==> config.mk <==
export PLATFORM = sky130hd
export DESIGN_NAME = dac_thrsh_event_gen
export DESIGN_NICKNAME = d
export VERILOG_FILES = /design/src/rtl/dac_thrsh_event_gen.sv
export SDC_FILE = /design/constraint.sdc
export NUM_CORES = 1
export LEC_CHECK = 0
export CELL_PAD_IN_SITES_DETAIL_PLACEMENT = 0
export CELL_PAD_IN_SITES_GLOBAL_PLACEMENT = 1
export CORE_MARGIN = 2
export CORE_UTILIZATION = 45
export DETAILED_ROUTE_END_ITERATION = 12
export DONT_BUFFER_PORTS = 1
export PLACE_DENSITY = 0.66
export SETUP_SLACK_MARGIN = 0.3
export SYNTH_ARGS = -nofsm -noshare
export SYNTH_HDL_FRONTEND = slang
export SYNTH_SLANG_ARGS = --single-unit
export TNS_END_PERCENT = 50
==> constraint.sdc <==
create_clock -name dataclk -period 5.9 [get_ports dataclk]
set_input_delay 1.77 -clock dataclk [delete_from_list [all_inputs] [get_ports dataclk]]
set_output_delay 1.77 -clock dataclk [all_outputs]
set_load 0.05 [all_outputs]
==> src/rtl/dac_thrsh_event_gen.sv <==
// dac_thrsh_event_gen
//   Watches the DAC stage threshold/window outputs once per sample period (the "tick"),
//   turns each qualified rising crossing into a fixed-length TTL pulse followed by an
//   optional refractory interval, counts accepted events and queues their timestamps in a
//   first-word-fall-through FIFO for readout.
//
//   dataclk, reset          system clock, asynchronous active-high reset
//   main_state, channel     sequencer position; tick = (TICK_STATE, TICK_CHANNEL)
//   timestamp               sample counter captured into the FIFO on each accepted event
//   DAC_thrsh_out           threshold comparator result
//   DAC_fsm_inwin_out       window qualifier, used when use_window=1
//   event_en                0 holds the detector in IDLE
//   pulse_len               TTL high time in ticks (0 behaves as 1)
//   refractory_len          dead time in ticks after the pulse (0 = none)
//   clear_overflow, fifo_rd overflow clear and FIFO pop
//   ttl_out                 registered TTL pulse
//   event_count             accepted events, saturating
//   fifo_dout/empty/full    FIFO head and status; fifo_dout holds its last value when empty
//   fifo_overflow           sticky, set when an accepted event found the FIFO full
//
//   state   | meaning
//   IDLE    | detection disabled
//   ARMED   | waiting for a rising edge of the qualified trigger
//   PULSE   | ttl_out high, counting down pulse ticks
//   REFRACT | ttl_out low, edges ignored, counting down dead-time ticks
module dac_thrsh_event_gen #(
    parameter logic [31:0] TICK_STATE   = 32'd170,
    parameter logic [5:0]  TICK_CHANNEL = 6'd0,
    parameter int          FIFO_DEPTH   = 16
) (
    input  logic        dataclk,
    input  logic        reset,
    input  logic [31:0] main_state,
    input  logic [5:0]  channel,
    input  logic [31:0] timestamp,
    input  logic        DAC_thrsh_out,
    input  logic        DAC_fsm_inwin_out,
    input  logic        use_window,
    input  logic        event_en,
    input  logic [15:0] pulse_len,
    input  logic [15:0] refractory_len,
    input  logic        clear_overflow,
    input  logic        fifo_rd,
    output logic        ttl_out,
    output logic [15:0] event_count,
    output logic [31:0] fifo_dout,
    output logic        fifo_empty,
    output logic        fifo_full,
    output logic        fifo_overflow
);

    localparam int AW = $clog2(FIFO_DEPTH);
    localparam logic [AW:0] FILL_FULL = (AW+1)'(FIFO_DEPTH);
    localparam logic [AW:0] FILL_ONE  = (AW+1)'(1);
    localparam logic [AW-1:0] PTR_ONE = AW'(1);

    localparam logic [1:0] S_IDLE    = 2'd0;
    localparam logic [1:0] S_ARMED   = 2'd1;
    localparam logic [1:0] S_PULSE   = 2'd2;
    localparam logic [1:0] S_REFRACT = 2'd3;

    logic [1:0]    state_q, state_d;
    logic [15:0]   cnt_q, cnt_d;
    logic          trig_prev_q, trig_prev_d;
    logic          ttl_q, ttl_d;
    logic [15:0]   evt_cnt_q, evt_cnt_d;
    logic [AW-1:0] wr_ptr_q, wr_ptr_d;
    logic [AW-1:0] rd_ptr_q, rd_ptr_d;
    logic [AW:0]   fill_q, fill_d;
    logic          ovf_q, ovf_d;
    logic [31:0]   dout_hold_q, dout_hold_d;
    logic [31:0]   fifo_mem_q [FIFO_DEPTH];

    logic tick, trig, rise, accept;
    logic empty, full, push, pop, drop;

    assign tick  = (main_state == TICK_STATE) && (channel == TICK_CHANNEL);
    assign trig  = DAC_thrsh_out & (use_window ? DAC_fsm_inwin_out : 1'b1);
    assign rise  = tick & trig & ~trig_prev_q;
    assign empty = (fill_q == '0);
    assign full  = (fill_q == FILL_FULL);

    always_comb begin
        state_d     = state_q;
        cnt_d       = cnt_q;
        trig_prev_d = trig_prev_q;
        accept      = 1'b0;

        if (tick) begin
            trig_prev_d = trig;
        end

        if (!event_en) begin
            state_d = S_IDLE;
        end else begin
            case (state_q)
                S_IDLE: state_d = S_ARMED;
                S_ARMED: begin
                    if (rise) begin
                        accept  = 1'b1;
                        state_d = S_PULSE;
                        cnt_d   = (pulse_len == 16'd0) ? 16'd1 : pulse_len;
                    end
                end
                S_PULSE: begin
                    if (tick) begin
                        // <=1 rather than ==1 so a corrupted zero count cannot stall here
                        if (cnt_q <= 16'd1) begin
                            if (refractory_len == 16'd0) begin
                                state_d = S_ARMED;
                            end else begin
                                state_d = S_REFRACT;
                                cnt_d   = refractory_len;
                            end
                        end else begin
                            cnt_d = cnt_q - 16'd1;
                        end
                    end
                end
                default: begin
                    if (tick) begin
                        if (cnt_q <= 16'd1) begin
                            state_d = S_ARMED;
                        end else begin
                            cnt_d = cnt_q - 16'd1;
                        end
                    end
                end
            endcase
        end

        // Output registered from the next state so the pulse rises the cycle after the edge tick.
        ttl_d = (state_d == S_PULSE);

        evt_cnt_d = evt_cnt_q;
        if (accept && (evt_cnt_q != 16'hFFFF)) begin
            evt_cnt_d = evt_cnt_q + 16'd1;
        end

        // A pop in the same cycle frees the slot, so a push into a full FIFO is not a drop.
        pop  = fifo_rd & ~empty;
        push = accept & (~full | pop);
        drop = accept & full & ~pop;

        wr_ptr_d = push ? (wr_ptr_q + PTR_ONE) : wr_ptr_q;
        rd_ptr_d = pop  ? (rd_ptr_q + PTR_ONE) : rd_ptr_q;
        case ({push, pop})
            2'b10:   fill_d = fill_q + FILL_ONE;
            2'b01:   fill_d = fill_q - FILL_ONE;
            default: fill_d = fill_q;
        endcase

        if (drop) begin
            ovf_d = 1'b1;
        end else if (clear_overflow) begin
            ovf_d = 1'b0;
        end else begin
            ovf_d = ovf_q;
        end

        fifo_dout   = empty ? dout_hold_q : fifo_mem_q[rd_ptr_q];
        dout_hold_d = fifo_dout;
    end

    always_ff @(posedge dataclk or posedge reset) begin
        if (reset) begin
            state_q     <= S_IDLE;
            cnt_q       <= '0;
            trig_prev_q <= 1'b0;
            ttl_q       <= 1'b0;
            evt_cnt_q   <= '0;
            wr_ptr_q    <= '0;
            rd_ptr_q    <= '0;
            fill_q      <= '0;
            ovf_q       <= 1'b0;
            dout_hold_q <= '0;
        end else begin
            state_q     <= state_d;
            cnt_q       <= cnt_d;
            trig_prev_q <= trig_prev_d;
            ttl_q       <= ttl_d;
            evt_cnt_q   <= evt_cnt_d;
            wr_ptr_q    <= wr_ptr_d;
            rd_ptr_q    <= rd_ptr_d;
            fill_q      <= fill_d;
            ovf_q       <= ovf_d;
            dout_hold_q <= dout_hold_d;
        end
    end

    // Storage needs no reset: entries are only visible once written.
    always_ff @(posedge dataclk) begin
        if (push) begin
            fifo_mem_q[wr_ptr_q] <= timestamp;
        end
    end

    assign ttl_out       = ttl_q;
    assign event_count   = evt_cnt_q;
    assign fifo_empty    = empty;
    assign fifo_full     = full;
    assign fifo_overflow = ovf_q;

endmodule

==> flow_metrics.py, run 1 <==
metrics = {
    "run_status": {
        "status": "completed",
    },
    "critical_path": {
        "required_ns": 4.13,
        "reg2regPathDepth": 8,
        "cp-start-kind": "register",
        "worstReg2RegEnd": "fifo_mem_q[10][22]$_DFFE_PP_",
        "r2r_slack_ns": 2.22,
        "crit_type": "reg -> out",
        "crit_path_end": "fifo_dout[16]",
        "critical_path_arrival_ns": 3.31,
        "crit_start": "rd_ptr_q[0]$_DFFE_PP0P_",
        "regToRegStartpoint": "state_q[1]$_DFF_PP0_",
        "crit_path_end_kind": "primary output",
        "crit_fanout": 51,
    },
    "route": {
        "drt_wl_total_um": 51900,
        "dr.pass1.iters": 5,
        "drc": 0,
        "wl_per_cell_um": 26.6,
        "ant_nets": 0,
        "vias_per_cell": 5.92,
        "num_vias": 11600,
        "drt_first_iter_violations": 1052,
    },
    "sta": {
        "period_share": 0.861,
        "setup_viol": 0,
        "tightest_slew_ns": 1.19,
        "drv_slew": 0,
        "final_hold_viol_count": 0,
        "fmaxAchievable_mhz": 197,
        "fin_setup_tns_ns": 0,
        "relSlewSlack": 0.198,
        "finalCriticalPeriod_ns": 5.08,
        "skew_ns": 0.0347,
        "rsz0062_at_grt": "false",
    },
    "cts": {
        "cts_resized": 0,
        "clk_latency_ns": 0.64,
        "ctsHoldBuffers": 0,
        "post_cts_buffers": 0,
        "h-tree-depth": 2,
        "clock_sink_count": 594,
        "cts_tree": "yes",
        "numCtsBuffers": 61,
        "cts_root_buf": "clkbuf_16",
        "clkSlewWorstSetupHoldPaths_ns": 0.06,
        "clockBufferDepth": 3,
    },
    "min_path": {
        "hold_path_startpoint": "trig_prev_q$_DFFE_PP0N_",
        "hp-class": "reg -> reg",
    },
    "floorplanning": {
        "fp.dieH_um": 234,
        "io_pins": 162,
        "die_area_mm2": 0.0549,
        "std_cell_rows": 84,
        "die_x_um": 234,
        "initial_utilization": 0.454,
        "design.core.area_mm2": 0.0526,
    },
    "global_route": {
        "grt_use_total": 0.194,
        "antenna_found_initial": 0,
        "grt_start_max_net_pins": 60,
        "gr-total-overflow": 0,
        "grt_pass1_wl_um": 77400,
        "grt_pass1_vias": 12100,
    },
    "placement": {
        "post-dp-hpwl_um": 30000,
        "port_buffers": 0,
        "routabilityCongestion": 0.776,
        "dp_cells": 1838,
    },
    "pwr": {
        "p_leak_nw": 8.90,
        "power_density_mw_per_mm2": 454,
        "irDropWorstVdd_mv": 0.366,
    },
    "logic_synthesis": {
        "synth-async-reset-ratio": 0.138,
        "ys_types": 64,
        "synth_area_per_cell_um2": 20.3,
        "synth_area_mm2": 0.0239,
        "netlist_instances": 1175,
        "syn-num-nets": 1299,
        "ys.flop_type": "edfxtp_1",
        "yosysWarnings": 0,
        "synth_edf_count": 512,
        "synth_seq_area_share": 0.730,
        "ys_seq_elements": 594,
    },
    "final_layout": {
        "most-common-layout-cells": "512 x edfxtp_1, 160 x mux4_2, 78 x dfrtp_1",
        "final.fill_count": 4101,
        "layout-drive-gt1-share": 0.283,
        "syn2layout_area_growth_pct": 12.8,
        "stdcell_count": 1953,
        "post-route-util": 0.513,
        "final_common_cell": "edfxtp_1",
        "antennaDiodeCount": 0,
        "fin_nets": 1337,
    },
    "run": {
        "cap_violations": 0,
    },
}
[critical path, cell delays in order, from the launching register on]
cell,delay [ns]
dfrtp_4,0.70
buf_12,0.42
mux4_2,0.56
mux4_2,0.53
mux2_2,0.42
[routing by layer]
layer  track usage  vias to the layer above  routed length, µm
met2         0.308                      359              24600
met5             0                        -                  0
met4        0.0564                        0               1220
met1         0.277                     6164              23000
met3        0.0350                       94               3090
li1              -                     4953                  -
[flip-flops by register name, summed over array words and instances (netlist names)]
register and cells:
wr_ptr_q 4, fifo_overflow 1, ttl_out 1, event_count 16
fifo_mem_q 512, dout_hold_q 32, fill_q 5, trig_prev_q 1
cnt_q 16, state_q 2, rd_ptr_q 4
[cell type report]
cell class,count,area (µm²),area share
well taps,688,861,0.0320
clock inverters,31,442,0.0164
repair buffers,35,338,0.0125
inverters,12,47.5,0.00176
multi-input cells,509,6120,0.227
flip-flops and latches,594,17400,0.647
clock buffers,84,1690,0.0629
[cell usage after synthesis (all sizes together), types with 5 or more instances]
| cell type | count | area share |
|---|---|---|
| nand2b | 5 | 0.0013 |
| mux2 | 38 | 0.018 |
| inv | 12 | 0.0019 |
| mux4 | 160 | 0.15 |
| nand4 | 9 | 0.0024 |
| a21oi | 19 | 0.0040 |
| nor4 | 22 | 0.0067 |
| clkbuf | 25 | 0.0039 |
| a22o | 9 | 0.0033 |
| nor2b | 9 | 0.0024 |
| nand3 | 14 | 0.0029 |
| and2 | 5 | 0.0013 |
| ha | 14 | 0.0073 |
| buf | 35 | 0.0095 |
| edfxtp | 512 | 0.64 |
| a31oi | 7 | 0.0021 |
| nor2 | 23 | 0.0036 |
| o21ai | 29 | 0.0062 |
| xor2 | 7 | 0.0026 |
| nor3 | 13 | 0.0027 |
| nand2 | 31 | 0.0050 |
| xnor2 | 20 | 0.0073 |
| dfrtp | 82 | 0.086 |
| and4 | 8 | 0.0029 |
| and3 | 21 | 0.0055 |
[cells by family after synthesis]
kind of cell,after synthesis,synth area share
buf+inv,72,0.0154
fa+ha+maj,14,0.00734
xor+xnor,27,0.00990
mux,201,0.170
flops,594,0.730
simple gates,172,0.0409
compound gates,95,0.0265
[metrics by stage]
stage               power [W]  hold WS (ns)  instance area (µm²)  setup slack [ns]
finish                 0.0122         0.501                26900             0.821
global route           0.0127         0.525                26900             0.647
CTS                    0.0124         0.503                26900             0.730
detailed placement    0.00837         0.488                24800              1.31
global placement      0.00835         0.484                24800              1.35
floorplan             0.00779         0.456                23900              1.27
[how the worst min path moves through the flow]
stage	end	slack [ns]	cells after the start
after CTS	trig_prev_q$_DFFE_PP0N_	0.50	1
after floorplan	cnt_q[1]$_DFFE_PP0P_	0.46	2
after global placement	trig_prev_q$_DFFE_PP0N_	0.48	1
after detailed placement	trig_prev_q$_DFFE_PP0N_	0.49	1
after global routing	trig_prev_q$_DFFE_PP0N_	0.52	1
final	trig_prev_q$_DFFE_PP0N_	0.50	1
[where the power goes]
part	leakage (nW)	internal [W]	switching, W
combinational	2.22	0.00139	0.00186
clock	1.04	0.00241	0.00162
sequential	5.64	0.00473	0.000219
total	8.90	0.00853	0.00370
Note: power is estimated with default switching activity, not from simulation.
==> run 2, diff against run 1 <==
CTS_CLUSTER_DIAMETER = 80   (was default)
==> run 2 against run 1 <==
Via count fell by 0.34%. Final cell count unchanged. Critical path depth unchanged. Clock power about the same. Register-to-register slack hardly changed. Maximum frequency is essentially flat. Critical endpoint unchanged. Largest power group unchanged. Highest routed layer unchanged.
==> flow_metrics.py, run 2 (synthesized netlist as in run 1, its figures left out) <==
metrics = {
    "run_status": {
        "status": "completed",
    },
    "route": {
        "wl_per_cell_um": 26.6,
        "drt_first_iter_violations": 1073,
        "num_vias": 11500,
        "ant_nets": 0,
        "drt_wl_total_um": 52000,
        "dr.pass1.iters": 5,
        "drc": 0,
        "vias_per_cell": 5.90,
    },
    "global_route": {
        "grt_use_total": 0.194,
        "grt_pass1_wl_um": 77300,
        "grt_pass1_vias": 12100,
        "grt_start_max_net_pins": 60,
        "antenna_found_initial": 0,
        "gr-total-overflow": 0,
    },
    "floorplanning": {
        "design.core.area_mm2": 0.0526,
        "die_area_mm2": 0.0549,
        "initial_utilization": 0.454,
        "fp.dieH_um": 234,
        "die_x_um": 234,
        "io_pins": 162,
        "std_cell_rows": 84,
    },
    "cts": {
        "numCtsBuffers": 61,
        "clock_sink_count": 594,
        "clkSlewWorstSetupHoldPaths_ns": 0.06,
        "clockBufferDepth": 3,
        "h-tree-depth": 2,
        "cts_tree": "yes",
        "clk_latency_ns": 0.64,
        "cts_root_buf": "clkbuf_16",
        "post_cts_buffers": 0,
        "cts_resized": 0,
        "ctsHoldBuffers": 0,
    },
    "critical_path": {
        "critPathSlowestCell": "dfrtp_4",
        "critical_path_arrival_ns": 3.31,
        "cp-start-kind": "register",
        "required_ns": 4.13,
        "reg2regPathDepth": 8,
        "crit_type": "reg -> out",
        "crit_path_end": "fifo_dout[16]",
        "worstReg2RegEnd": "fifo_mem_q[10][22]$_DFFE_PP_",
        "crit_path_end_kind": "primary output",
        "regToRegStartpoint": "state_q[1]$_DFF_PP0_",
        "max_stage_delay_ns": 0.70,
        "crit_top_cell": "mux4_2",
        "worstPathCellList": "buf_12 > mux4_2 > mux4_2 > mux2_2",
        "r2r_slack_ns": 2.21,
        "crit_start": "rd_ptr_q[0]$_DFFE_PP0P_",
        "crit_fanout": 51,
    },
    "final_layout": {
        "final_common_cell": "edfxtp_1",
        "syn2layout_area_growth_pct": 12.8,
        "most-common-layout-cells": "512 x edfxtp_1, 160 x mux4_2, 78 x dfrtp_1",
        "largest_register_ffs": 512,
        "top_regs": "fifo_mem_q x512, dout_hold_q x32",
        "regMostFlops": "fifo_mem_q",
        "fin_nets": 1337,
        "antennaDiodeCount": 0,
        "layout-drive-gt1-share": 0.282,
    },
    "run": {
        "cap_violations": 0,
    },
    "pwr": {
        "p_leak_nw": 8.89,
        "power_density_mw_per_mm2": 454,
        "irDropWorstVdd_mv": 0.366,
    },
    "sta": {
        "period_share": 0.862,
        "finalCriticalPeriod_ns": 5.08,
        "rsz0062_at_grt": "false",
        "relSlewSlack": 0.217,
        "final_hold_viol_count": 0,
        "fin_setup_tns_ns": 0,
        "skew_ns": 0.0342,
        "drv_slew": 0,
        "fmaxAchievable_mhz": 197,
        "setup_viol": 0,
        "hold_slack_ns": 0.503,
        "tightest_slew_ns": 1.17,
    },
    "min_path": {
        "hp-class": "reg -> reg",
    },
    "placement": {
        "post-dp-hpwl_um": 30000,
        "routabilityCongestion": 0.776,
        "port_buffers": 0,
    },
}
## run 2: area by class of cell
class | instances | area, µm²
clock inverters | 31 | 440
flip-flops and latches | 594 | 17400
clock buffers | 84 | 1690
well taps | 688 | 861
inverters | 12 | 47.5
multi-input cells | 509 | 6120
repair buffers | 35 | 338
fillers | 4102 | 25600
## run 2: power breakdown
part	total, W	switching, W	internal, W
logic	0.00326	0.00186	0.00139
clock network	0.00403	0.00162	0.00241
registers	0.00494	0.000218	0.00473
total	0.0122	0.00370	0.00853
## run 2: worst max-delay path: cells and delay by family, from the launching register on
family   cells  cell delay [ns]
buf+inv      1             0.42
flops        1             0.70
mux          3             1.51
## run 2: layer usage
metal  GRT usage  vias to the layer above  wire length (µm)
li1            -                     4955                 -
met1       0.277                     6135             23000
met2       0.308                      346             24600
met3      0.0349                       95              3170
met4      0.0564                        0              1180
met5           0                        -                 0
## run 2: how the worst min path moves through the flow
stage	startpoint	to	slack (ns)	depth (start not counted)
2_1_floorplan	cnt_q[1]$_DFFE_PP0P_	cnt_q[1]$_DFFE_PP0P_	0.46	2
3_3_place_gp	trig_prev_q$_DFFE_PP0N_	trig_prev_q$_DFFE_PP0N_	0.48	1
3_5_place_dp	trig_prev_q$_DFFE_PP0N_	trig_prev_q$_DFFE_PP0N_	0.49	1
4_1_cts	trig_prev_q$_DFFE_PP0N_	trig_prev_q$_DFFE_PP0N_	0.50	1
5_1_grt	trig_prev_q$_DFFE_PP0N_	trig_prev_q$_DFFE_PP0N_	0.52	1
6_report	trig_prev_q$_DFFE_PP0N_	trig_prev_q$_DFFE_PP0N_	0.50	1
## run 2: per-stage QoR
stage / setup slack [ns] / cells / area [µm²] / power [W] / utilization
floorplan: 1.27 / 1175 / 23900 / 0.00779 / -
global placement: 1.35 / 1838 / 24800 / 0.00835 / 0.472
detailed placement: 1.31 / 1838 / 24800 / 0.00837 / 0.472
CTS: 0.730 / 1953 / 26900 / 0.0124 / 0.513
global route: 0.648 / 1953 / 26900 / 0.0127 / 0.513
finish: 0.817 / 1953 / 26900 / 0.0122 / 0.513
